$ cat src/rtl/pcie_tl_requester.sv
// Root-complex transaction-layer requester: single-beat MRd/MWr TLP generation,
// per-tag read tracking, CplD matching and per-tag completion timeout.
module pcie_tl_requester #(
    parameter int          ADDR_WIDTH       = 64,
    parameter int          DATA_WIDTH       = 256,
    parameter int          TLP_HEADER_WIDTH = 128,
    parameter int          NUM_TAGS         = 8,
    parameter int          TIMEOUT_CYCLES   = 1024,
    parameter logic [15:0] REQ_ID           = 16'h0100
) (
    input  logic                            clk,
    input  logic                            rst_n,
    input  logic                            cmd_valid,
    output logic                            cmd_ready,
    input  logic                            cmd_write,
    input  logic [ADDR_WIDTH-1:0]           cmd_addr,
    input  logic [DATA_WIDTH-1:0]           cmd_data,
    output logic                            tx_valid,
    output logic [TLP_HEADER_WIDTH-1:0]     tx_header,
    output logic [DATA_WIDTH-1:0]           tx_data,
    output logic                            tx_sop,
    output logic                            tx_eop,
    input  logic                            tx_ready,
    input  logic                            rx_valid,
    input  logic [TLP_HEADER_WIDTH-1:0]     rx_header,
    input  logic [DATA_WIDTH-1:0]           rx_data,
    input  logic                            rx_sop,
    input  logic                            rx_eop,
    output logic                            rsp_valid,
    output logic [9:0]                      rsp_tag,
    output logic [DATA_WIDTH-1:0]           rsp_data,
    output logic [1:0]                      rsp_status,
    output logic                            err_unexp_cpl,
    output logic [$clog2(NUM_TAGS+1)-1:0]   outstanding
);

    localparam int TW  = (NUM_TAGS > 1) ? $clog2(NUM_TAGS) : 1;
    localparam int CW  = $clog2(NUM_TAGS + 1);
    localparam int TMW = (TIMEOUT_CYCLES > 1) ? $clog2(TIMEOUT_CYCLES) : 1;
    localparam logic [TMW-1:0] TMAX = TMW'(TIMEOUT_CYCLES - 1);

    // state | meaning
    // IDLE  | ready for a command
    // SEND  | TLP presented on tx, waiting for tx_ready
    typedef enum logic {IDLE, SEND} state_e;

    state_e                        state_q;
    logic                          tx_valid_q;
    logic [TLP_HEADER_WIDTH-1:0]   tx_header_q;
    logic [DATA_WIDTH-1:0]         tx_data_q;

    logic [NUM_TAGS-1:0]           busy_q, busy_d;
    logic [TMW-1:0]                timer_q [NUM_TAGS];
    logic [TMW-1:0]                timer_d [NUM_TAGS];
    logic [CW-1:0]                 outstanding_q, outstanding_d;
    logic                          rsp_valid_q, rsp_valid_d;
    logic [9:0]                    rsp_tag_q, rsp_tag_d;
    logic [DATA_WIDTH-1:0]         rsp_data_q, rsp_data_d;
    logic [1:0]                    rsp_status_q, rsp_status_d;
    logic                          err_unexp_q, err_unexp_d;

    logic                          free_found, exp_found;
    logic [TW-1:0]                 free_idx, exp_idx;
    logic [9:0]                    rx_tag;
    logic [TW-1:0]                 rx_tag_idx;
    logic                          rx_is_cpld, cpl_hit;
    logic                          cmd_acc, rd_alloc, freed;
    logic                          unused_rx;

    function automatic logic [TLP_HEADER_WIDTH-1:0] build_hdr(input logic wr,
                                                              input logic [TW-1:0] tag,
                                                              input logic [ADDR_WIDTH-1:0] addr);
        logic [TLP_HEADER_WIDTH-1:0] h;
        h            = '0;
        h[127:125]   = wr ? 3'b010 : 3'b000;
        h[107:98]    = 10'd8;
        h[97:82]     = REQ_ID;
        h[79:72]     = wr ? 8'd0 : 8'(tag);
        h[71:64]     = 8'hFF;
        h[63:0]      = 64'(addr);
        return h;
    endfunction

    // Lowest free tag and lowest expired tag, both from the registered table.
    always_comb begin
        free_found = 1'b0;
        free_idx   = '0;
        exp_found  = 1'b0;
        exp_idx    = '0;
        for (int i = NUM_TAGS - 1; i >= 0; i--) begin
            if (!busy_q[i]) begin
                free_found = 1'b1;
                free_idx   = TW'(i);
            end
            if (busy_q[i] && timer_q[i] == TMAX) begin
                exp_found = 1'b1;
                exp_idx   = TW'(i);
            end
        end
    end

    assign rx_tag     = {rx_header[81:80], rx_header[79:72]};
    assign rx_tag_idx = rx_tag[TW-1:0];
    assign rx_is_cpld = rx_valid && rx_sop && (rx_header[127:125] == 3'b010) &&
                        (rx_header[124:120] == 5'b01010);
    assign cpl_hit    = rx_is_cpld && (rx_tag < 10'(NUM_TAGS)) && busy_q[rx_tag_idx];
    assign unused_rx  = ^{rx_eop, rx_header};

    assign cmd_ready = rst_n && (state_q == IDLE) && (cmd_write || free_found);
    assign cmd_acc   = cmd_valid && cmd_ready;
    assign rd_alloc  = cmd_acc && !cmd_write;

    // A completion takes the response slot; a pending timeout waits a cycle.
    always_comb begin
        busy_d       = busy_q;
        timer_d      = timer_q;
        rsp_valid_d  = 1'b0;
        rsp_tag_d    = '0;
        rsp_data_d   = '0;
        rsp_status_d = 2'b00;
        freed        = 1'b0;
        err_unexp_d  = rx_is_cpld && !cpl_hit;
        for (int i = 0; i < NUM_TAGS; i++) begin
            if (busy_q[i] && timer_q[i] != TMAX)
                timer_d[i] = timer_q[i] + TMW'(1);
        end
        if (cpl_hit) begin
            busy_d[rx_tag_idx] = 1'b0;
            rsp_valid_d        = 1'b1;
            rsp_tag_d          = rx_tag;
            rsp_data_d         = rx_data;
            rsp_status_d       = rx_header[108] ? 2'b01 : 2'b00;
            freed              = 1'b1;
        end else if (exp_found) begin
            busy_d[exp_idx] = 1'b0;
            rsp_valid_d     = 1'b1;
            rsp_tag_d       = 10'(exp_idx);
            rsp_status_d    = 2'b10;
            freed           = 1'b1;
        end
        if (rd_alloc) begin
            busy_d[free_idx]  = 1'b1;
            timer_d[free_idx] = '0;
        end
        case ({rd_alloc, freed})
            2'b10:   outstanding_d = outstanding_q + CW'(1);
            2'b01:   outstanding_d = outstanding_q - CW'(1);
            default: outstanding_d = outstanding_q;
        endcase
    end

    always_ff @(posedge clk or negedge rst_n) begin
        if (!rst_n) begin
            busy_q        <= '0;
            outstanding_q <= '0;
            rsp_valid_q   <= 1'b0;
            rsp_tag_q     <= '0;
            rsp_data_q    <= '0;
            rsp_status_q  <= 2'b00;
            err_unexp_q   <= 1'b0;
            for (int i = 0; i < NUM_TAGS; i++) timer_q[i] <= '0;
        end else begin
            busy_q        <= busy_d;
            outstanding_q <= outstanding_d;
            rsp_valid_q   <= rsp_valid_d;
            rsp_tag_q     <= rsp_tag_d;
            rsp_data_q    <= rsp_data_d;
            rsp_status_q  <= rsp_status_d;
            err_unexp_q   <= err_unexp_d;
            for (int i = 0; i < NUM_TAGS; i++) timer_q[i] <= timer_d[i];
        end
    end

    always_ff @(posedge clk or negedge rst_n) begin
        if (!rst_n) begin
            state_q     <= IDLE;
            tx_valid_q  <= 1'b0;
            tx_header_q <= '0;
            tx_data_q   <= '0;
        end else begin
            case (state_q)
                IDLE: if (cmd_acc) begin
                    state_q     <= SEND;
                    tx_valid_q  <= 1'b1;
                    tx_header_q <= build_hdr(cmd_write, free_idx, cmd_addr);
                    tx_data_q   <= cmd_write ? cmd_data : '0;
                end
                SEND: if (tx_ready) begin
                    state_q     <= IDLE;
                    tx_valid_q  <= 1'b0;
                    tx_header_q <= '0;
                    tx_data_q   <= '0;
                end
            endcase
        end
    end

    assign tx_valid      = tx_valid_q;
    assign tx_header     = tx_header_q;
    assign tx_data       = tx_data_q;
    assign tx_sop        = tx_valid_q;
    assign tx_eop        = tx_valid_q;
    assign rsp_valid     = rsp_valid_q;
    assign rsp_tag       = rsp_tag_q;
    assign rsp_data      = rsp_data_q;
    assign rsp_status    = rsp_status_q;
    assign err_unexp_cpl = err_unexp_q;
    assign outstanding   = outstanding_q;

endmodule

$ cat config.mk
export PLATFORM = sky130hd
export DESIGN_NAME = pcie_tl_requester
export DESIGN_NICKNAME = d
export VERILOG_FILES = /design/src/rtl/pcie_tl_requester.sv
export SDC_FILE = /design/constraint.sdc
export NUM_CORES = 1
export LEC_CHECK = 0
export ABC_AREA = 0
export BUFFER_PORTS_ARGS = -buffer_cell sky130_fd_sc_hd__buf_2
export CAP_MARGIN = 20
export CORE_AREA = 2 2 530 532
export CTS_CLUSTER_DIAMETER = 40
export DETAILED_ROUTE_END_ITERATION = 8
export DIE_AREA = 0 0 532 534
export SETUP_SLACK_MARGIN = 0.05
export SYNTH_ARGS = -nofsm -noshare
export SYNTH_HDL_FRONTEND = slang
export SYNTH_SLANG_ARGS = --single-unit
$ cat constraint.sdc
create_clock -name clk -period 4.27 [get_ports clk]
set_input_delay 0.2135 -clock clk [delete_from_list [all_inputs] [get_ports clk]]
set_output_delay 0.2135 -clock clk [all_outputs]
set_load 0.02 [all_outputs]
==> results.txt, run 1 <==
The count of endpoints failing hold in the final timing report is 0. The layout has 30,700 filler cells. The transition time of the tightest slew-check pin came out at 1.31 ns. The die area came out at 284,000 um2.

Based on the critical path, the design can be clocked at up to 298 MHz. The arrival time reported for the critical path endpoint came out at 4.06 ns. In the global route stage, met3 resource usage came out at 6.87%.

The mean number of vias per cell came out at 3.16. The number of antenna violations at the first check in global routing is 184. In the global route stage, overall resource usage came out at 12.2%. The flow ran to the end, and the final reports show no timing, DRC or antenna violations. The CTS buffer count is 151. The via count of the routed design is 24,300. The count of flip-flops with a built-in enable after synthesis is 0. The weighted congestion reported at the end of routability-driven placement came out at 0.976. The critical-path maximum fanout came out at 174. Counting flops with an async set or reset pin after synthesis yields a share of 100%. After synthesis, the netlist uses 56 different library cells. The number of H-tree branching levels came out at 4. CTS placed an instance of sky130_fd_sc_hd__clkbuf_16 at the clock tree root. The max-cap violation count is 0. The met1 routing resource usage after global routing came out at 14.0%. The number of optimization iterations in the first detailed-route pass came out at 5.

The pre-CTS setup slack came out at 0.785 ns. The number of nets in the final layout is 4,500. The final antenna-violating net count came out at 0. The latest clock arrival within the worst-skew pair is 0.83 ns.

The starting density of the core is 9.14%. The top flip-flop cell by instance count after synthesis is sky130_fd_sc_hd__dfrtp_1. TritonCTS built the clock tree.

In this run the most used layer during global routing was met2. The slack of the critical path came out at 0.909 ns. The clock edge transition at the registers on the reported setup and hold paths came out at 0.06 ns.

The final count of negative-setup-slack endpoints is 0. The per-instance average area after synthesis is 13.3 um2. The clock net in this run drives a total of 688 sinks. Global routing used 18.3% of the available met2 tracks. Setup total negative slack on the finished layout was measured at 0 ns. The number of synthesized register bits is 688. The proportion of power drawn by flip-flops and latches came out at 33.3%. The analysis attributes to cell leakage a power of 23.0 nW.

The worst setup path is of the reg -> reg kind. The post-synthesis cell count came out at 1,912. Setup repair after global routing left no endpoint under its margin. The count of standard-cell rows came out at 194. The share of final-layout standard cells stronger than drive strength 1 came out at 38.8%. Of all cell types, the one taking the most synthesized area is sky130_fd_sc_hd__dfrtp_1.

Compared with the post-synthesis result, the final layout area differs by 84.3%. The HPWL reported at the end of detailed placement came out at 147 mm. Dividing the detail-routed wire length by the instance count gives 23.3 um. The overflow left after global routing is 0. The via count of the first global-routing pass was 25,600. The total power density per cell area came out at 498 nW/um2. The global-route wire length before repair came out at 234 mm.

The die span in x came out at 532 um. The worst path uses 78.7% of the clock period. During placement, the flow inserted port buffers numbering 1,213. The I/O pin total is 1,374. For the worst setup path, the data required time is 4.97 ns. The total standard cell area after synthesis is 25,400 um2. The fraction of power consumed by combinational cells is 16.8%. The path class of the tightest hold or removal check is in -> reg. The detailed router's first-iteration violation count came out at 1,479.

Gates resized during post-CTS repair numbered 0. In this run the deepest clock path goes through 4 buffers. The core region is 278,000 um2. Yosys printed 0 warnings. The share of synthesized area in the top cell type comes to 67.7%. The sequential element share of the synthesized area is 67.7%.

The proportion of power drawn by the clock network came out at 49.9%. In the layout the commonest cells are sky130_fd_sc_hd__buf_2 (1,212), sky130_fd_sc_hd__dfrtp_1 (688), sky130_fd_sc_hd__dlygate4sd3_1 (591), sky130_fd_sc_hd__a22o_1 (320), sky130_fd_sc_hd__and2_1 (260). The final cell utilization of the core is 16.8%. The clock arrives with 0.0656 ns of skew. The worst pin sits at a relative slew slack of 12.4%. The minimum clock period after layout is 3.36 ns. The final max-slew violation count is 0. The analysis attributes to net switching a power of 7.08 mW. The vertical die dimension came out at 534 um. The final wirelength came out at 179 mm.

The net switching share of the total power came out at 30.3%. STA classifies the critical path endpoint as a flip-flop. The post-route DRC violation count came out at 0. The worst supply voltage drop on vdd came out at 270 uV. Entering global routing, the biggest net connects 175 pins.

The commonest non-fill, non-tap cell in the layout is sky130_fd_sc_hd__buf_2. The design internal power is 16.3 mW. STA classifies the critical path startpoint as a flip-flop. By area the synthesized netlist is led by sky130_fd_sc_hd__dfrtp_1 (68%), sky130_fd_sc_hd__a22o_1 (11%), sky130_fd_sc_hd__and2_1 (6.4%), sky130_fd_sc_hd__buf_4 (1.8%), sky130_fd_sc_hd__nor2_1 (1.7%).
worst paths after layout:
| kind | from | endpoint | slack, ns | depth (start not counted) |
|---|---|---|---|---|
| setup / recovery | busy_q[3] | rsp_data[7] | 0.91 | 6 |
| hold / removal | rx_header[81] | busy_q[1] | 0.11 | 6 |
| setup reg to reg | busy_q[3] | rsp_data[7] | 0.91 | 6 |
| hold reg to reg | outstanding[3] | outstanding[3] | 0.47 | 1 |
| max in group asynchronous | rst_n | rsp_data[142] | 2.57 | 4 |
| min in group asynchronous | rst_n | tx_data[196] | 0.13 | 3 |
critical path: stages (launching register included):
cell	delay (ns)
sky130_fd_sc_hd__dfrtp_1	0.55
sky130_fd_sc_hd__mux2i_1	0.16
sky130_fd_sc_hd__a311o_1	0.42
sky130_fd_sc_hd__a2111oi_4	0.42
sky130_fd_sc_hd__buf_12	0.56
sky130_fd_sc_hd__buf_4	0.75
sky130_fd_sc_hd__and2_1	0.24
final cells by class:
class / count / area, um2 / area share (%)
Multi-Input combinational cell: 1085 / 7410 / 15.8
Inverter: 18 / 67.6 / 0.144
Timing Repair Buffer: 1833 / 12300 / 26.3
Antenna cell: 74 / 185 / 0.395
Tap cell: 3724 / 4660 / 9.93
Clock inverter: 78 / 900 / 1.92
Sequential cell: 688 / 17200 / 36.7
Clock buffer: 189 / 4140 / 8.83
power groups by stage:
stage	Clock (mW)	Sequential, mW	Combinational, mW
2_1_floorplan	0	8.19	1.37
3_3_place_gp	0	7.80	3.33
3_5_place_dp	0	7.85	3.39
4_1_cts	12.0	7.76	3.99
5_1_grt	12.3	7.86	4.28
6_report	11.7	7.78	3.92
kinds of logic (layout without fill, tap and decap cells):
logic type | count (synthesis) | in the layout | share of synthesized area (%)
adder cells (fa/ha/maj) | 11 | 11 | 0.541
flip-flops | 688 | 688 | 67.7
multiplexers | 14 | 14 | 0.575
AO/OA/AOI/OAI | 376 | 376 | 12.6
other | 1 | 131 | 0.0147
buffers and inverters | 195 | 2118 | 4.15
AND/OR/NAND/NOR | 555 | 555 | 12.0
XOR/XNOR | 72 | 72 | 2.48
registers in the layout, summed over array words and instances, names as in the netlist:
signal         flops
tx_data          256
rsp_valid          1
state_q            1
rsp_data         256
err_unexp_cpl      1
tx_header         69
rsp_status         2
busy_q             8
rsp_tag           10
timer_q           80
outstanding        4
metal layers:
metal	vias to the layer above	wire (um)
li1	10500	-
met1	11800	68300
met2	1481	76600
met3	427	24800
met4	98	8980
met5	-	615
metrics by stage:
step           cell area [um2]  power, mW  cells  hold slack (ns)
2_1_floorplan            25700       9.56   1968          -0.0821
3_3_place_gp             35800       11.1   6756            0.110
3_5_place_dp             35800       11.2   6756            0.110
4_1_cts                  46700       23.8   7614           0.0304
5_1_grt                  46800       24.4   7648            0.109
6_report                 46900       23.4   7689            0.111
cells in the mapped netlist (3+ instances only):
cell type / n
sky130_fd_sc_hd__dfrtp_1: 688
sky130_fd_sc_hd__a22o_1: 320
sky130_fd_sc_hd__and2_1: 260
sky130_fd_sc_hd__nor2_1: 117
sky130_fd_sc_hd__buf_4: 62
sky130_fd_sc_hd__clkbuf_1: 56
sky130_fd_sc_hd__nand2_1: 50
sky130_fd_sc_hd__xor2_1: 38
sky130_fd_sc_hd__nand3_1: 34
sky130_fd_sc_hd__xnor2_1: 34
sky130_fd_sc_hd__buf_2: 32
sky130_fd_sc_hd__nand4_1: 29
sky130_fd_sc_hd__clkbuf_2: 24
sky130_fd_sc_hd__inv_1: 18
sky130_fd_sc_hd__nor3_1: 16
sky130_fd_sc_hd__o21ai_0: 12
sky130_fd_sc_hd__ha_1: 11
sky130_fd_sc_hd__a21oi_1: 9
sky130_fd_sc_hd__mux2i_1: 9
sky130_fd_sc_hd__or3_1: 8
sky130_fd_sc_hd__and3_1: 7
sky130_fd_sc_hd__nor4_1: 7
sky130_fd_sc_hd__and4_1: 5
sky130_fd_sc_hd__mux2_2: 5
sky130_fd_sc_hd__o31a_1: 5
sky130_fd_sc_hd__nor3b_1: 4
sky130_fd_sc_hd__o22ai_1: 4
sky130_fd_sc_hd__a21boi_0: 3
sky130_fd_sc_hd__a31o_2: 3
sky130_fd_sc_hd__a31oi_1: 3
sky130_fd_sc_hd__buf_6: 3
sky130_fd_sc_hd__nor4bb_1: 3
what timing repair did:
item / CTS / global route
hold buffers: 591 / 0
endpoints found under the hold margin: 703 / 0
setup buffers: 0 / 0
Note: power is estimated with default switching activity, not from simulation.
==> run 2: changes to the inputs <==
--- a/config.mk
+++ b/config.mk
@@ -5,13 +5,13 @@
 export SDC_FILE = /design/constraint.sdc
 export NUM_CORES = 1
 export LEC_CHECK = 0
-export ABC_AREA = 0
+export ABC_AREA = 1
 export BUFFER_PORTS_ARGS = -buffer_cell sky130_fd_sc_hd__buf_2
 export CAP_MARGIN = 20
-export CORE_AREA = 2 2 530 532
+export CORE_AREA = 2 2 536 538
 export CTS_CLUSTER_DIAMETER = 40
 export DETAILED_ROUTE_END_ITERATION = 8
-export DIE_AREA = 0 0 532 534
+export DIE_AREA = 0 0 538 540
 export SETUP_SLACK_MARGIN = 0.05
 export SYNTH_ARGS = -nofsm -noshare
 export SYNTH_HDL_FRONTEND = slang
==> constraint.sdc (replaced) <==
create_clock -name clk -period 3.12 [get_ports clk]
set_input_delay 0.156 -clock clk [delete_from_list [all_inputs] [get_ports clk]]
set_output_delay 0.156 -clock clk [all_outputs]
set_load 0.02 [all_outputs]
==> results.txt, run 2 <==
The count of flip-flops with a built-in enable after synthesis came to 0 (unchanged). STA classifies the critical path endpoint as a flip-flop. After synthesis, the cell types taking the most area are sky130_fd_sc_hd__dfrtp_1 (61%), sky130_fd_sc_hd__nand3_1 (11%), sky130_fd_sc_hd__nand2_1 (7.4%), sky130_fd_sc_hd__nor2_1 (5.1%), sky130_fd_sc_hd__inv_1 (4.9%). The number of nets in the final layout is 5,683 (+26%).

The length in cells of the worst reg-to-reg path is 19 (+13). The detailed router's first-iteration violation count came out at 1,797 (+22%). The global-route wire length before repair was 257 mm (+9.8%). The relative max-transition margin is 27.4% (+15 points). The proportion of power drawn by flip-flops and latches was 30.9% (-2.4 points).

The fraction of power consumed by combinational cells is 18.9% (+2.1 points). The floorplan core area came out at 284,000 um2 (+2.2%). The via count of the routed design came out at 29,400 (+21%). In this run the most used layer during global routing was met2. By instance count, the cell type seen most on the critical path is sky130_fd_sc_hd__dlygate4sd3_1. The count of standard-cell rows is 196 (+1.0%). Setup repair after global routing left no endpoint under its margin. The distinct cell type count after synthesis is 45 (-20%). The largest area contributor in the netlist is sky130_fd_sc_hd__dfrtp_1.

The growth of design area from synthesis to finish came out at 80.2%. The worst supply voltage drop on vdd came out at 373 uV (+38%). The worst hold path belongs to the class in -> async. The launching instance or port of the critical path is rx_header[79].

The I/O pin total is 1,374 (unchanged). The total power density per cell area came out at 683 nW/um2 (+37%). The total standard cell area after synthesis is 28,100 um2 (+10%).

The critical path data required time came out at 3.78 ns (-1.19 ns). The final standard cell count with taps included and fillers excluded came to 8,935 (+16%). The reported net switching power came out at 11.0 mW (+55%). The number of clock sinks was 688 (unchanged).

CTS placed an instance of sky130_fd_sc_hd__clkbuf_16 at the clock tree root. The count of yosys warnings during synthesis came out at 0 (unchanged). The commonest non-fill, non-tap cell in the layout is sky130_fd_sc_hd__buf_2. The HPWL reported at the end of detailed placement is 160 mm (+9.3%). The largest stage delay on the critical path came out at 0.65 ns (-0.10 ns). The count of endpoints failing hold in the final timing report came out at 0 (unchanged).

The latest clock arrival within the worst-skew pair is 0.84 ns (about the same). The CTS buffer count came to 158 (+4.6%). By instance count, the leading cell after synthesis is sky130_fd_sc_hd__dfrtp_1.

The slowest stage of the critical path belongs to the cell sky130_fd_sc_hd__dlygate4sd3_1. The via count of the first global-routing pass came out at 29,500 (+15%). The portion of synthesized cell area occupied by the leading cell type came to 61.3% (-6.3 points).

The starting density of the core came out at 9.87% (+0.73 points). The final antenna-violating net count was 0 (unchanged). The total placed cells including tap cells is 7,922 (+17%). The met1 routing resource usage after global routing came to 15.4% (+1.4 points).

The sum of negative setup slack was 0 ns (unchanged). The routing usage on met2 is 18.6% (+0.39 points). The run finished with clean final reports. The most used flip-flop cell after synthesis is sky130_fd_sc_hd__dfrtp_1. The clock edge transition at the registers on the reported setup and hold paths is 0.05 ns (about the same).

The setup slack on the worst flop-to-flop path came out at 0.35 ns (-0.56 ns). The fraction of synthesized area in multiplexers came out at 0% (-0.58 points). The CTS tree is yes. The post-synthesis cell count was 3,073 (+61%).

The category of the critical setup timing path is in -> reg. The wire length per cell was 22.4 um (-3.8%). The final max-slew violation count came out at 0 (unchanged). The buffer levels on the longest clock path is 4 (unchanged). The net switching share of the total power is 31.8% (+1.5 points). The design internal power is 23.6 mW (+45%). The minimum clock period after layout is 2.91 ns.

The share of synthesized flip-flops with an asynchronous set or reset is 100% (unchanged). The met3 routing resource usage after global routing came out at 8.89% (+2.0 points). In this run the critical register-to-register path is launched from timer_q[70]. The number of synthesized register bits is 688 (unchanged). The slack of the critical path is 0.207 ns (-0.703 ns). Ranked by instance count, the synthesized netlist is headed by sky130_fd_sc_hd__dfrtp_1 (688), sky130_fd_sc_hd__nand3_1 (640), sky130_fd_sc_hd__nand2_1 (552). The overflow left after global routing is 0 (unchanged). The fill cell total of the finished layout is 31,600 (+3.2%). The critical-path maximum fanout is 3 (-98%). The proportion of power drawn by the clock network is 50.2% (+0.3 points). The max-cap violation count is 0 (unchanged).

The final count of negative-setup-slack endpoints came out at 0 (unchanged). The vertical die dimension came out at 540 um (+1.1%). The number of H-tree branching levels came out at 4 (unchanged). The number of antenna violations at the first check in global routing came out at 177 (-3.8%). The adder and majority cell fraction of the synthesized area is 0.490% (-0.051 points). The sequential element share of the synthesized area is 61.3% (-6.3 points). The number of buffers inserted to repair setup after CTS came out at 0 (unchanged). The post-route clock skew came to 0.0718 ns (+0.00621 ns). The arrival time reported for the critical path endpoint is 3.58 ns (-0.48 ns). The maximum operating frequency came out at 343 MHz.

The mean number of vias per cell is 3.29 (+4.3%). The share of final-layout standard cells stronger than drive strength 1 was 30.9% (-7.9 points). The global-route total usage across every layer came to 13.2% (+0.92 points). The final critical path takes up 93.4% of the cycle.

The post-synthesis simple-gate area fraction came to 25.8% (+14 points). The maximum number of pins on one net before global-route repair came out at 178 (+1.7%). The post-route DRC violation count came out at 0 (unchanged). The leakage power summed over all cells came to 27.0 nW (+17%). The pre-CTS setup slack came to 0.235 ns (-0.550 ns). STA classifies the critical path startpoint as an input pin. The transition time of the tightest slew-check pin is 1.09 ns (-0.225 ns).

The synthesized-area fraction occupied by ao, oa, aoi and oai cells is 1.53% (-11 points). The top cell types in the final layout, fill and taps aside, are sky130_fd_sc_hd__buf_2 (1,211), sky130_fd_sc_hd__dfrtp_1 (688), sky130_fd_sc_hd__nand3_1 (640), sky130_fd_sc_hd__dlygate4sd3_1 (640), sky130_fd_sc_hd__nand2_1 (550). The number of optimization iterations in the first detailed-route pass came out at 5 (unchanged). Walking the worst path, the cells encountered are dlygate4sd3_1 -> buf_2 -> nor2_1 -> dlygate4sd3_1 -> nand2_1 -> nor2_1 -> dlygate4sd3_1 -> nand4_1 -> dlygate4sd3_1 -> o311ai_0. The endpoint of the most critical register-to-register path is outstanding[3]. By area, the combinational part of the netlist is dominated by simple AND/OR/NAND/NOR gates. The number of buffers added on ports was 1,213 (unchanged). The per-instance average area after synthesis came out at 9.14 um2 (-31%). The post-synthesis share of cell area spent on xor and xnor gates came out at 1.37% (-1.1 points).

The weighted congestion reported at the end of routability-driven placement came out at 0.887 (-9.1%). The die area was 291,000 um2 (+2.3%). The die span in x is 538 um (+1.1%). The most critical setup path has its endpoint at busy_q[0]. The final wirelength is 200 mm (+12%).
-- run 2: cell types whose count changed in the layout (fill, tap and decap cells not counted), moves of 49 or more --
cell,change
sky130_fd_sc_hd__nand3_1,+606
sky130_fd_sc_hd__nand2_1,+500
sky130_fd_sc_hd__inv_1,+348
sky130_fd_sc_hd__a22o_1,-320
sky130_fd_sc_hd__nor2_1,+265
sky130_fd_sc_hd__and2_1,-260
sky130_fd_sc_hd__dlygate4sd3_1,+49
-- run 2: how the worst min path moves through the flow --
stage,end,startpoint,cells after the start
5_1_grt,tx_header[42],cmd_addr[42],4
3_3_place_gp,state_q,rst_n,2
3_5_place_dp,tx_data[244],rst_n,2
4_1_cts,tx_data[50],cmd_data[50],4
6_report,tx_data[66],rst_n,3
2_1_floorplan,busy_q[0],rst_n,0
-- run 2: logic make-up (layout without fill, tap and decap cells) --
group,Yosys count,after routing
xor+xnor,44,44
simple gates,1651,1651
flops,688,688
buf+inv,606,2559
compound gates,72,72
fa+ha+maj,11,11
other cells,1,148
-- run 2: layer usage --
metal  part of all wire, %  wire [um]
met1                    40      80400
met5                  0.23        459
met3                    16      31900
met4                   4.3       8600
met2                    39      79100
-- run 2: repair_timing --
item | 4_1_cts | 5_1_grt
hold endpoints to repair | 757 | 0
gates resized for setup | 0 | 2
setup endpoints to repair | 0 | 3
hold buffers | 640 | 0
-- run 2: layout make-up --
class / instances / area, um2 / area share, %
tap: 3762 / 4710 / 9.30
clock inverter: 95 / 1260 / 2.49
multi-input combinational: 1835 / 8440 / 16.7
timing repair buffer: 1902 / 13100 / 25.9
sequential: 688 / 17200 / 34.0
antenna: 91 / 228 / 0.450
inverter: 375 / 1420 / 2.80
clock buffer: 187 / 4200 / 8.31
-- run 2: stage by stage --
stage	power (mW)	hold WS [ns]	area [um2]	utilization, %
6_report	34.6	0.0648	50600	17.8
5_1_grt	36.3	0.0394	50500	17.8
4_1_cts	35.2	0.000553	50400	17.7
2_1_floorplan	13.7	-0.140	28300	-
3_5_place_dp	16.6	0.354	38500	13.5
3_3_place_gp	16.5	0.352	38500	13.5
-- run 2: power groups by stage --
stage               registers (mW)  logic, mW  clock network (mW)
floorplan                     11.3       2.40                   0
global placement              10.8       5.78                   0
detailed placement            10.8       5.83                   0
CTS                           10.7       6.65                17.8
global route                  10.8       7.24                18.2
finish                        10.7       6.54                17.4
-- run 2: critical path: cells and delay by family --
family          cells  cell delay [ns]
buf+inv             5             2.49
simple gates        4             0.62
compound gates      1             0.31
==> run 3: changes to the inputs <==
--- a/config.mk
+++ b/config.mk
@@ -5,13 +5,12 @@
 export SDC_FILE = /design/constraint.sdc
 export NUM_CORES = 1
 export LEC_CHECK = 0
-export ABC_AREA = 1
 export BUFFER_PORTS_ARGS = -buffer_cell sky130_fd_sc_hd__buf_2
 export CAP_MARGIN = 20
-export CORE_AREA = 2 2 536 538
+export CORE_AREA = 2 2 532 534
 export CTS_CLUSTER_DIAMETER = 40
 export DETAILED_ROUTE_END_ITERATION = 8
-export DIE_AREA = 0 0 538 540
+export DIE_AREA = 0 0 534 536
 export SETUP_SLACK_MARGIN = 0.05
 export SYNTH_ARGS = -nofsm -noshare
 export SYNTH_HDL_FRONTEND = slang
==> results.txt, run 3 (same netlist as run 1, synthesis figures left out) <==
The run finished with clean final reports. The final wirelength is 181 mm (-9.9%). The cell area after layout is 48,100 um2 (-4.9%). The growth of design area from synthesis to finish came out at 89.1%. The commonest non-fill, non-tap cell in the layout is sky130_fd_sc_hd__buf_2.

The number of instances on the worst hold path came out at 4. The final max-slew violation count came out at 0 (unchanged). The placement-stage cell area is 36,200 um2 (-6.0%). The worst register-to-register path ends at outstanding[2]. The HPWL reported at the end of detailed placement is 144 mm (-10%). The critical path data required time came out at 3.78 ns (about the same).

The length in cells of the worst reg-to-reg path is 14 (-5). The CTS buffer count came out at 157 (-0.63%). The slack of the critical path is 0.224 ns (+0.0174 ns). The post-route clock skew was 0.0470 ns (-0.0248 ns). The die span in x is 534 um (-0.74%).

The latest clock arrival within the worst-skew pair is 0.82 ns (-0.02 ns). In this run the most critical hold path is launched from cmd_valid. The critical-path maximum fanout came out at 5 (+2). The sum of negative setup slack is 0 ns (unchanged). The via count of the routed design came out at 25,000 (-15%). The via count of the first global-routing pass is 25,900 (-12%). The floorplan core area is 281,000 um2 (-1.3%). The arrival time reported for the critical path endpoint came to 3.56 ns (-0.02 ns). The setup slack on the worst flop-to-flop path is 0.22 ns (-0.13 ns). The relative max-transition margin was 35.8% (+8.4 points). The final count of negative-setup-slack endpoints came out at 0 (unchanged). The maximum operating frequency is 345 MHz (+0.60%). The number of H-tree branching levels came out at 4 (unchanged). Setup repair after global routing could not meet its margin everywhere. The number of buffers added on ports is 1,213 (unchanged).

The transition time of the tightest slew-check pin came out at 0.963 ns (-0.126 ns). The minimum clock period after layout is 2.90 ns (-0.0174 ns). The total power density per cell area came out at 689 nW/um2 (+0.79%). The final antenna-violating net count is 0 (unchanged). The global-route total usage across every layer is 12.0% (-1.1 points). The CTS tree is yes. The area taken by multi-input logic gates came out at 7430 um2 (-12%). The number of antenna violations at the first check in global routing came out at 151 (-15%). The number of buffers inserted to repair setup after CTS is 0 (unchanged). The detailed router's first-iteration violation count came out at 1,618 (-10%). The die area is 286,000 um2 (-1.5%). The global-route wire length before repair came to 233 mm (-9.3%). STA classifies the critical path endpoint as a flip-flop.

The max-cap violation count is 0 (unchanged). The total area of sequential cells is 17,200 um2 (unchanged). The beginning of the worst register-to-register path is timer_q[30].

The minimum hold slack came to 0.0654 ns (+0.000560 ns). The post-route DRC violation count came out at 0 (unchanged). The fill cell total of the finished layout is 30,800 (-2.7%). The number of clock sinks is 688 (unchanged). The critical path is of the reg -> reg type. The path with the worst hold slack has its endpoint at tx_header[74]. The wire length per cell is 23.1 um (+3.1%). The top cell types in the final layout, fill and taps aside, are sky130_fd_sc_hd__buf_2 (1,212), sky130_fd_sc_hd__dfrtp_1 (688), sky130_fd_sc_hd__dlygate4sd3_1 (636), sky130_fd_sc_hd__a22o_1 (320), sky130_fd_sc_hd__and2_1 (260). CTS placed an instance of sky130_fd_sc_hd__clkbuf_16 at the clock tree root. The tightest min-delay check is of the in -> reg type.

The count of endpoints failing hold in the final timing report came to 0 (unchanged). The weighted congestion reported at the end of routability-driven placement is 0.919 (+3.6%). The launching instance or port of the critical path is timer_q[30]. The share of final-layout standard cells stronger than drive strength 1 came out at 39.7% (+8.8 points). The clock edge transition at the registers on the reported setup and hold paths came out at 0.05 ns (about the same). The number of nets in the final layout is 4,602 (-19%). The I/O pin total came out at 1,374 (unchanged). The leakage power summed over all cells came to 23.6 nW (-13%). The pre-CTS setup slack is -0.151 ns (-0.386 ns). The starting density of the core is 9.06% (-0.81 points). The buffer levels on the longest clock path is 4 (unchanged).

The worst supply voltage drop on vdd is 444 uV (+19%). The overflow left after global routing came to 0 (unchanged). The maximum number of pins on one net before global-route repair is 144 (-19%). The final critical-path share of the clock period is 92.8% (-0.56 points).

The number of optimization iterations in the first detailed-route pass is 8 (+3). STA classifies the critical path startpoint as a flip-flop. The mean number of vias per cell is 3.20 (-2.7%). The vertical die dimension came out at 536 um (-0.74%). The count of standard-cell rows was 195 (-0.51%).
[run 3: worst max-delay path by stage]
| stage | end | slack, ns | depth (start not counted) |
|---|---|---|---|
| after floorplan | outstanding[2] | 0.23 | 13 |
| after global placement | outstanding[3] | -0.26 | 14 |
| after detailed placement | outstanding[3] | -0.15 | 14 |
| after CTS | outstanding[2] | 0.09 | 14 |
| after global routing | outstanding[2] | 0.05 | 14 |
| final | outstanding[2] | 0.22 | 14 |
[run 3: cell type report]
cell class              count  area share (%)
well taps                3743            9.73
repair buffers           1929            27.4
inverters                  18           0.140
clock buffers             187            8.80
flip-flops and latches    688            35.8
clock inverters            98            2.38
multi-input cells        1085            15.4
diodes                     61           0.317
[run 3: timing repair]
item,CTS,global route
hold buffers,636,0
resized for setup,1,5
setup endpoints to repair,1,2
cloned,0,0
hold endpoints to repair,833,0
pin swaps,1,1
[run 3: metal layers]
metal	up-vias	track usage, %	share of wire (%)
li1	10700	-	-
met1	12300	15.3	42
met2	1607	17.2	41
met3	376	5.52	12
met4	60	5.30	4.7
met5	-	0.750	0.36
[run 3: per-stage QoR]
stage | cells | power (mW) | utilization (%)
floorplan | 1968 | 13.1 | -
global placement | 6827 | 15.5 | 12.9
detailed placement | 6827 | 15.6 | 12.9
CTS | 7748 | 33.7 | 17.1
global route | 7774 | 34.6 | 17.1
finish | 7809 | 33.1 | 17.1
[run 3: worst max-delay path, cell delays in order (launching register included)]
cell,delay (ns)
sky130_fd_sc_hd__dfrtp_1,0.38
sky130_fd_sc_hd__ha_1,0.23
sky130_fd_sc_hd__nand4_1,0.18
sky130_fd_sc_hd__nor4_1,0.09
sky130_fd_sc_hd__buf_4,0.15
sky130_fd_sc_hd__nor4bb_2,0.31
sky130_fd_sc_hd__nand2_1,0.20
sky130_fd_sc_hd__buf_12,0.18
sky130_fd_sc_hd__ha_2,0.21
sky130_fd_sc_hd__xor2_1,0.15
sky130_fd_sc_hd__ha_1,0.20
sky130_fd_sc_hd__a21oi_2,0.13
sky130_fd_sc_hd__xor2_1,0.18
sky130_fd_sc_hd__nor2_1,0.07
sky130_fd_sc_hd__xnor2_1,0.12
[run 3: where the power goes]
group          total, mW  switching (mW)  internal, mW
sequential          10.6           0.770          9.85
combinational       5.63            3.36          2.27
clock               16.9            6.09          10.8
